--- config.mk ---
export PLATFORM = sky130hd
export DESIGN_NAME = pipe_stage_skid_reg
export DESIGN_NICKNAME = d
export VERILOG_FILES = /design/src/rtl/pipe_pkg.sv /design/src/rtl/pipe_stage_skid_reg_sat_counter.sv /design/src/rtl/pipe_stage_skid_reg.sv
export SDC_FILE = /design/constraint.sdc
export NUM_CORES = 1
export LEC_CHECK = 0
export ABC_AREA = 1
export CAP_MARGIN = 20
export CORE_MARGIN = 2
export CORE_UTILIZATION = 40
export CTS_CLUSTER_SIZE = 24
export DETAILED_ROUTE_END_ITERATION = 12
export PLACE_DENSITY = 0.67
export SKIP_LAST_GASP = 1
export SLEW_MARGIN = 15
export SYNTH_ARGS = -nofsm -noshare
export SYNTH_HDL_FRONTEND = slang
export SYNTH_SLANG_ARGS = --single-unit
--- constraint.sdc ---
create_clock -name clk -period 53.3 [get_ports clk]
set_input_delay 10.66 -clock clk [delete_from_list [all_inputs] [get_ports clk]]
set_output_delay 10.66 -clock clk [all_outputs]
set_load 0.01 [all_outputs]
--- src/rtl/pipe_pkg.sv ---
// Shared definitions for the core pipeline stage registers: skid-stage state
// encoding and the payload width of every inter-stage boundary.
package pipe_pkg;

  typedef enum logic [1:0] {
    EMPTY = 2'd0,
    HALF  = 2'd1,
    FULL  = 2'd2
  } stage_state_e;

  localparam int IF_ID_W  = 64;
  localparam int ID_EX_W  = 294;
  localparam int EX_MEM_W = 160;
  localparam int MEM_WB_W = 104;

  function automatic logic holds_beat(input stage_state_e s);
    return (s != EMPTY);
  endfunction

endpackage

--- src/rtl/pipe_stage_skid_reg_sat_counter.sv ---
// sat_counter: enable-gated up counter that sticks at all-ones instead of
// wrapping. Cleared only by the asynchronous reset.
module sat_counter #(
  parameter int CNT_W = 16
) (
  input  logic             clk,
  input  logic             reset,
  input  logic             i_en,
  output logic [CNT_W-1:0] o_cnt
);

  localparam logic [CNT_W-1:0] CNT_MAX = {CNT_W{1'b1}};
  localparam logic [CNT_W-1:0] CNT_ONE = CNT_W'(1);

  logic [CNT_W-1:0] r_cnt;

  always_ff @(posedge clk or posedge reset) begin
    if (reset) begin
      r_cnt <= '0;
    end else if (i_en && (r_cnt != CNT_MAX)) begin
      r_cnt <= r_cnt + CNT_ONE;
    end
  end

  assign o_cnt = r_cnt;

endmodule

--- src/rtl/pipe_stage_skid_reg.sv ---
// Valid/ready pipeline stage with a two-entry skid buffer and synchronous flush.
// Define PIPE_STAGE_STALL_CNT_EN to build the saturating stall-cycle counter.
module pipe_stage_skid_reg
  import pipe_pkg::*;
#(
  parameter int WIDTH          = 294,
  parameter bit CLEAR_ON_FLUSH = 1'b1,
  parameter int CNT_W          = 16
) (
  input  logic             clk,
  input  logic             reset,
  input  logic             flush,
  input  logic             in_valid,
  output logic             in_ready,
  input  logic [WIDTH-1:0] in_data,
  output logic             out_valid,
  input  logic             out_ready,
  output logic [WIDTH-1:0] out_data,
  output logic [CNT_W-1:0] stall_cnt
);

  stage_state_e     r_state;
  stage_state_e     w_state_nxt;
  logic [WIDTH-1:0] r_main;
  logic [WIDTH-1:0] r_skid;

  logic w_out_valid;
  logic w_in_ready;
  logic w_accept;
  logic w_drain;
  logic w_load_main_in;
  logic w_load_main_skid;
  logic w_load_skid;

  assign w_accept = in_valid & w_in_ready;
  assign w_drain  = w_out_valid & out_ready;

  always_ff @(posedge clk or posedge reset) begin
    if (reset) begin
      r_state <= EMPTY;
    end else begin
      r_state <= w_state_nxt;
    end
  end

  always_comb begin
    w_state_nxt = r_state;
    if (flush) begin
      w_state_nxt = EMPTY;
    end else begin
      case (r_state)
        EMPTY: if (w_accept) w_state_nxt = HALF;
        HALF: begin
          if (w_accept && !w_drain)      w_state_nxt = FULL;
          else if (!w_accept && w_drain) w_state_nxt = EMPTY;
        end
        FULL:    if (w_drain) w_state_nxt = HALF;
        default: w_state_nxt = EMPTY;
      endcase
    end
  end

  // Handshake outputs depend on the state register alone, so in_ready has no
  // combinational path from out_ready.
  always_comb begin
    w_out_valid      = holds_beat(r_state);
    w_in_ready       = (r_state != FULL);
    w_load_main_in   = w_accept && ((r_state == EMPTY) || ((r_state == HALF) && w_drain));
    w_load_main_skid = (r_state == FULL) && w_drain;
    w_load_skid      = w_accept && (r_state == HALF) && !w_drain;
  end

  always_ff @(posedge clk or posedge reset) begin
    if (reset) begin
      r_main <= '0;
      r_skid <= '0;
    end else if (flush) begin
      if (CLEAR_ON_FLUSH) begin
        r_main <= '0;
        r_skid <= '0;
      end
    end else begin
      if (w_load_main_in) begin
        r_main <= in_data;
      end else if (w_load_main_skid) begin
        r_main <= r_skid;
      end
      if (w_load_skid) begin
        r_skid <= in_data;
      end
    end
  end

  assign out_valid = w_out_valid;
  assign in_ready  = w_in_ready;
  assign out_data  = r_main;

`ifdef PIPE_STAGE_STALL_CNT_EN
  sat_counter #(
    .CNT_W(CNT_W)
  ) u_stall_cnt (
    .clk   (clk),
    .reset (reset),
    .i_en  (w_out_valid & ~out_ready),
    .o_cnt (stall_cnt)
  );
`else
  assign stall_cnt = '0;
`endif

endmodule

* Word level (Yosys, flattened, before mapping)
Cells that the tools add are included.
** Cells by class
- Bitwise operators :: 2
- Multiplexer cells :: 11
- Equality and inequality tests :: 6
- Reduce and logical (&&, ||, !) cells :: 15
** Operators with widths (number)
- $mux 294 :: 5
- $mux 2 :: 5
- $logic_and 1x1->1 :: 7
- $ne 3x3->1 const B :: 2
- $pmux 2 s3 :: 1
- $ne 4x4->1 const B :: 1
- $reduce_bool 2->1 :: 2
- $reduce_and 3->1 :: 1
- $reduce_bool 3->1 :: 1
- $and 1x1->1 :: 2
- $eq 2x1->1 const B :: 1
- $eq 2x2->1 const B :: 1
- $logic_not 1->1 :: 2
- $logic_not 2->1 :: 1
- $ne 2x2->1 const B :: 1
- $logic_or 1x1->1 :: 1
** Word-level totals
- Word-level logic and storage cells :: 37
- Flip-flop bits (word level) :: 590

* Logic depth before layout (Yosys ltp)
Gate-level depths: netlist of the first run.
- Depth after elaboration :: 8
- Depth in mapped cells :: 10
- Mapped depth without buffers :: 8

* Least setup slack after synthesis of the first run
No wires, ideal clock.
- Path kind :: input port to flip-flop
- From :: input flush
- To :: register r_skid[148]
- Arrival :: 11.619 ns
- Data required time :: 53.223 ns
- Stages on the path :: 6
- Slack :: 41.604 ns
- Library setup time :: 0.077 ns
- Buffers on the path :: 3
- Path through :: inv_1 > buf_2 > buf_1 > clkbuf_1 > nand3_1 > o21ai_1
** On the way
- Longest elaborated chain between the ends :: 1
** RTL lines
- from (decl) :: RTL line pipe_stage_skid_reg.sv:12 : input logic flush,
- $mux 294 / $reduce_bool 2->1 (equally long branches)
- to (signal assigned) :: RTL line pipe_stage_skid_reg.sv:89 : r_skid <= in_data;
- to (decl) :: RTL line pipe_stage_skid_reg.sv:25 : logic [WIDTH-1:0] r_skid;
Several ways; a longest one is shown, not always the timed one.
A chain may end at the register's enable or synchronous reset.

* Worst setup path after layout of the first run
- From :: input out_ready
- To :: register r_main[286], in the netlist out_data[286]
** On the way
- Longest elaborated chain between the ends :: 6
** RTL lines
- from (decl) :: RTL line pipe_stage_skid_reg.sv:17 : input logic out_ready,
- $and 1x1->1 (*) :: RTL line pipe_stage_skid_reg.sv:36 : assign w_drain = w_out_valid & out_ready;
- $logic_and 1x1->1 :: RTL line pipe_stage_skid_reg.sv:68 : w_load_main_in = w_accept && ((r_state == EMPTY) || ((r_state == HALF) && w_drain));
- $logic_or 1x1->1 :: RTL line pipe_stage_skid_reg.sv:68
- $logic_and 1x1->1 :: RTL line pipe_stage_skid_reg.sv:68
- $mux 294 :: RTL line pipe_stage_skid_reg.sv:83 : if (w_load_main_in) begin
- $mux 294 :: RTL line pipe_stage_skid_reg.sv:77 : end else if (flush) begin
- to (signal assigned) :: RTL line pipe_stage_skid_reg.sv:84 : r_main <= in_data;
- to (signal assigned) :: RTL line pipe_stage_skid_reg.sv:86 : r_main <= r_skid;
- to (decl) :: RTL line pipe_stage_skid_reg.sv:24 : logic [WIDTH-1:0] r_main;
Mark *: on every way between the ends. The rest lies on a longest branch, timed or not.

==> results of run 1 <==
[cell families (layout without fill, tap and decap cells)]
logic type      after synthesis  count (layout)  share of synthesized area
simple gates                902             902                     0.1485
compound gates              885             885                     0.1746
flops                       590             590                     0.5811
buf+inv                     546            1035                    0.09520
other cells                   1              33                  0.0001476
xor+xnor                      1               1                  0.0003448
[routing by layer]
layer  GRT usage  vias up  wire length [um]  part of all wire
met5           0        -               115            0.0015
met4     0.09942       18              2441             0.032
met3     0.06170      144              5549             0.073
met2      0.3539      670             35690              0.47
li1            -    10460                 -                 -
met1      0.3024    10240             31920              0.42
[cells in the mapped netlist, drive strengths merged]
cell	count	area, sq um
o21ai	884	4428
conb	1	3.750
inv	303	1137
xnor2	1	8.760
clkbuf	83	311.6
o32ai	1	8.760
nand3	298	1496
dfrtp	590	14760
buf	160	969.7
nor2	5	18.77
nand2	599	2258
[final timing paths]
kind	startpoint	to	slack, ps	cells after the start
hold / removal	out_data[103]$_DFFE_PP0P_	out_data[103]$_DFFE_PP0P_	480	2
setup reg to reg	r_state[1]$_DFFE_PP0P_	out_data[286]$_DFFE_PP0P_	49400	8
hold reg to reg	out_data[103]$_DFFE_PP0P_	out_data[103]$_DFFE_PP0P_	480	2
max in group asynchronous	reset	out_data[214]$_DFFE_PP0P_	39780	6
setup / recovery	out_ready	out_data[286]$_DFFE_PP0P_	39250	8
min in group asynchronous	reset	r_skid[77]$_DFFE_PP0P_	10680	2
[state kept, by name (all words and copies together), names as in the netlist]
signal    flops
out_data    294
r_state       2
r_skid      294
[cell type report]
| cell class | count | area (sq um) |
|---|---|---|
| well taps | 846 | 1059 |
| multi-input cells | 1804 | 8314 |
| clock buffers | 98 | 1984 |
| flip-flops and latches | 590 | 14760 |
| fillers | 5753 | 29200 |
| clock inverters | 18 | 261.5 |
| diodes | 17 | 42.54 |
| inverters | 303 | 1160 |
| repair buffers | 616 | 6176 |
[per-stage QoR]
| step | setup slack (ps) | utilization | area, sq um | hold slack [ps] | instances |
|---|---|---|---|---|---|
| 2_1_floorplan | 26130 | - | 25460 | 486.2 | 2940 |
| 3_3_place_gp | 38560 | 0.4990 | 31420 | 463.9 | 4157 |
| 3_5_place_dp | 38560 | 0.4990 | 31420 | 471.6 | 4157 |
| 4_1_cts | 39170 | 0.5346 | 33660 | 485.9 | 4273 |
| 5_1_grt | 38870 | 0.5361 | 33750 | 497.9 | 4289 |
| 6_report | 39250 | 0.5362 | 33760 | 478.6 | 4292 |
[power by group]
part | switching [mW] | internal, mW | leakage (nW) | total (mW)
registers | 0.0257 | 0.497 | 7.69 | 0.523
logic | 0.125 | 0.102 | 6.22 | 0.227
clock network | 0.182 | 0.287 | 1.11 | 0.469
[worst max-delay path, stage by stage]
cell,delay [ps]
clkdlybuf4s50_1,450
inv_1,120
nand2_2,130
nand2_8,680
nand3_2,380
nand2_8,750
buf_4,900
o21ai_0,190
==> metrics.cfg, run 1 <==
[sta]
fmax_mhz = 71.15
period_needed_ps = 14050
slew_viol_final = 0
finalCritPeriodShare = 0.2637
slew_headroom = 0.2944
rsz0062_at_grt = no
skew_ps = 18.47
tns_ps = 0
hold_violations = 0
setup_viol = 0
tightest_slew_ps = 1058

[logic_synthesis]
synth-seq-area-share = 0.5811
syn_area_sq_um = 25410
ys_types = 19
ys_ff_latch = 590
ys_warn_count = 0
netlist_instances = 2925
synth_area_per_cell_sq_um = 8.686

[cells_and_area]
drive_gt1_frac = 0.03937
final_nets = 3680
syn2layout_area_growth_pct = 32.89
final_common_cell = o21ai_0
final_cell_mix = 736 x o21ai_0, 595 x nand2_1, 594 x clkdlybuf4s50_1

[worst_setup_path]
start_kind = input pin
worst-setup-path-type = input pin to flip-flop
arrival_ps = 14470
cp.required_ps = 53710
cp-end-kind = flip-flop
crit_fanout = 172

[cts]
root_buffer = clkbuf_16
insertion_delay_ps = 580
cts_tree = built
clock_path_buffers = 3
cts_buffers = 66
ctsHtreeMaxLevel = 3
clkSinkCount = 590
postCtsHoldBufs = 0
cts_resized = 0
post_cts.repair.setup_buffers = 0
path_clk_slew_ps = 60

[grt]
grt_max_degree = 291
antenna_found_initial = 26
grt_pass1_vias = 20100
grt_use_total = 0.2287
grt_pass1_wl_um = 118700
overflow = 0

[drt]
first_pass_iters = 5
via_count = 21520
drt-initial-drc-count = 1503
avgViaCountPerCell = 5.015
finalWirelength_um = 75720
drc = 0
wl_per_cell_um = 17.64
ant_nets = 0

[run]
maxCapViolCount = 0

[pwr]
max-vdd-ir-drop_uv = 28.47
leakage_nw = 15.01
cellPowerDensity_nw_per_um2 = 36.10
total_power_mw = 1.219

[floorplanning]
start_util = 0.4035
die-area_sq_um = 65550
die_w_um = 256.0
fp-row-count = 92
core-area_sq_um = 62970
die_y_um = 256.0
boundaryPins = 611

[place]
numPortBuffers = 594
finalWeightedCongestion = 0.8371
dp_hpwl_um = 48060

[hold_path]
hp-class = flip-flop to flip-flop

[outcome]
status = finished, final reports clean

Power figures use the tool's default switching activity.
==> run 2: changes to the inputs <==
--- a/config.mk
+++ b/config.mk
@@ -11,7 +11,7 @@
 export CORE_UTILIZATION = 40
 export CTS_CLUSTER_SIZE = 24
 export DETAILED_ROUTE_END_ITERATION = 12
-export PLACE_DENSITY = 0.67
+export PLACE_DENSITY = 0.69
 export SKIP_LAST_GASP = 1
 export SLEW_MARGIN = 15
 export SYNTH_ARGS = -nofsm -noshare
==> constraint.sdc (replaced) <==
create_clock -name clk -period 12.48 [get_ports clk]
set_input_delay 2.496 -clock clk [delete_from_list [all_inputs] [get_ports clk]]
set_output_delay 2.496 -clock clk [all_outputs]
set_load 0.01 [all_outputs]
==> run 2 against run 1 <==
Against the previous run:
- sequential power rose to 4.3 times the previous value
- design area fell by 0.51%
- flip-flop and latch count did not move
- sequential share of layout area rose by 0.22 points
- critical endpoint is now out_data[38]$_DFFE_PP0P_
==> metrics.cfg, run 2 (same netlist as run 1, synthesis figures left out) <==
[outcome]
status = finished, final reports clean

[cells_and_area]
final_common_cell = o21ai_0
final_nets = 3672
fillCellCount = 5787
drive_gt1_frac = 0.03510
final_cell_mix = 736 x o21ai_0, 595 x nand2_1, 594 x clkdlybuf4s50_1
syn2layout_area_growth_pct = 32.21

[pwr]
cellPowerDensity_nw_per_um2 = 151.4
max-vdd-ir-drop_uv = 108.5
leakage_nw = 14.91

[worst_setup_path]
cp.required_ps = 13000
worst-setup-path-type = input pin to flip-flop
start_kind = input pin
worstPathCellList = clkdlybuf4s50_1 > inv_1 > nand2_2 > nand2_8 > nand3_2 > inv_8 > buf_4 > nand2_1 > o21ai_0
slowest_delay_ps = 880
cp-end-kind = flip-flop
arrival_ps = 6110
slowest_stage = buf_4
crit_fanout = 143

[floorplanning]
die_y_um = 256.0
core-area_sq_um = 62970
boundaryPins = 611
die_w_um = 256.0
die-area_sq_um = 65550
start_util = 0.4035
fp-row-count = 92

[drt]
drt-initial-drc-count = 1804
drc = 0
wl_per_cell_um = 17.90
finalWirelength_um = 76650
via_count = 21790
avgViaCountPerCell = 5.088
first_pass_iters = 5
ant_nets = 0

[sta]
setup_viol = 0
tightest_slew_ps = 1115
fmax_mhz = 178.7
slew_viol_final = 0
tns_ps = 0
period_needed_ps = 5595
skew_ps = 11.64
finalCritPeriodShare = 0.4483
slew_headroom = 0.2568
rsz0062_at_grt = no
hold_ws_ps = 479.3
hold_violations = 0

[cts]
path_clk_slew_ps = 60
postCtsHoldBufs = 0
insertion_delay_ps = 600
clkSinkCount = 590
cts_tree = built
cts_buffers = 61
root_buffer = clkbuf_16
clock_path_buffers = 3
ctsHtreeMaxLevel = 2
post_cts.repair.setup_buffers = 0
cts_resized = 0

[grt]
grt_max_degree = 251
overflow = 0
grt_pass1_wl_um = 119400
grt_use_total = 0.2290
antenna_found_initial = 24
grt_pass1_vias = 20610

[hold_path]
hp-class = flip-flop to flip-flop

[place]
numPortBuffers = 594
finalWeightedCongestion = 0.8141
dp_hpwl_um = 49030

[run]
maxCapViolCount = 0

==> run 2: report_power, final <==
| part | leakage (nW) | switching, mW | internal (mW) | total, mW |
|---|---|---|---|---|
| Clock | 1.01 | 0.748 | 1.13 | 1.88 |
| Sequential | 7.69 | 0.114 | 2.12 | 2.24 |
| Combinational | 6.21 | 0.539 | 0.437 | 0.975 |
==> run 2: routing by layer <==
layer / up-vias / GRT usage / wire length, um
li1: 10440 / - / -
met1: 10510 / 0.3030 / 32320
met2: 684 / 0.3640 / 36610
met3: 133 / 0.05556 / 5429
met4: 14 / 0.08918 / 2180
met5: - / 0 / 107
==> run 2: layout make-up <==
cell class	instances	area, sq um	area share
diodes	17	42.54	0.001266
clock buffers	95	1837	0.05468
clock inverters	14	230.2	0.006854
inverters	303	1156	0.03442
multi-input cells	1804	8314	0.2475
flip-flops and latches	590	14760	0.4395
well taps	846	1059	0.03151
repair buffers	613	6187	0.1842
==> run 2: worst max-delay path, delay by kind of cell <==
| kind | cells | cell delay, ps |
|---|---|---|
| simple gates | 4 | 1200 |
| buf+inv | 4 | 2150 |
| compound gates | 1 | 130 |
==> run 2: worst paths after layout <==
check / startpoint / to / slack, ps / cells after the start
setup / recovery: out_ready / out_data[38]$_DFFE_PP0P_ / 6890 / 9
hold / removal: out_data[258]$_DFFE_PP0P_ / out_data[258]$_DFFE_PP0P_ / 480 / 2
setup reg to reg: r_state[1]$_DFFE_PP0P_ / out_data[38]$_DFFE_PP0P_ / 8830 / 9
hold reg to reg: out_data[258]$_DFFE_PP0P_ / out_data[258]$_DFFE_PP0P_ / 480 / 2
max in group asynchronous: reset / out_data[147]$_DFFE_PP0P_ / 8410 / 4
min in group asynchronous: reset / r_skid[31]$_DFFE_PP0P_ / 2530 / 3
==> run 2: through the flow <==
| stage | instance area, sq um | power [mW] | util | std cells | setup slack [ps] |
|---|---|---|---|---|---|
| detailed placement | 31450 | 3.244 | 0.4995 | 4155 | 6240 |
| global route | 33580 | 5.334 | 0.5334 | 4280 | 6593 |
| global placement | 31450 | 3.229 | 0.4995 | 4155 | 6352 |
| CTS | 33520 | 5.139 | 0.5323 | 4264 | 6875 |
| finish | 33590 | 5.087 | 0.5335 | 4282 | 6885 |
| floorplan | 25470 | 2.741 | - | 2940 | 1941 |
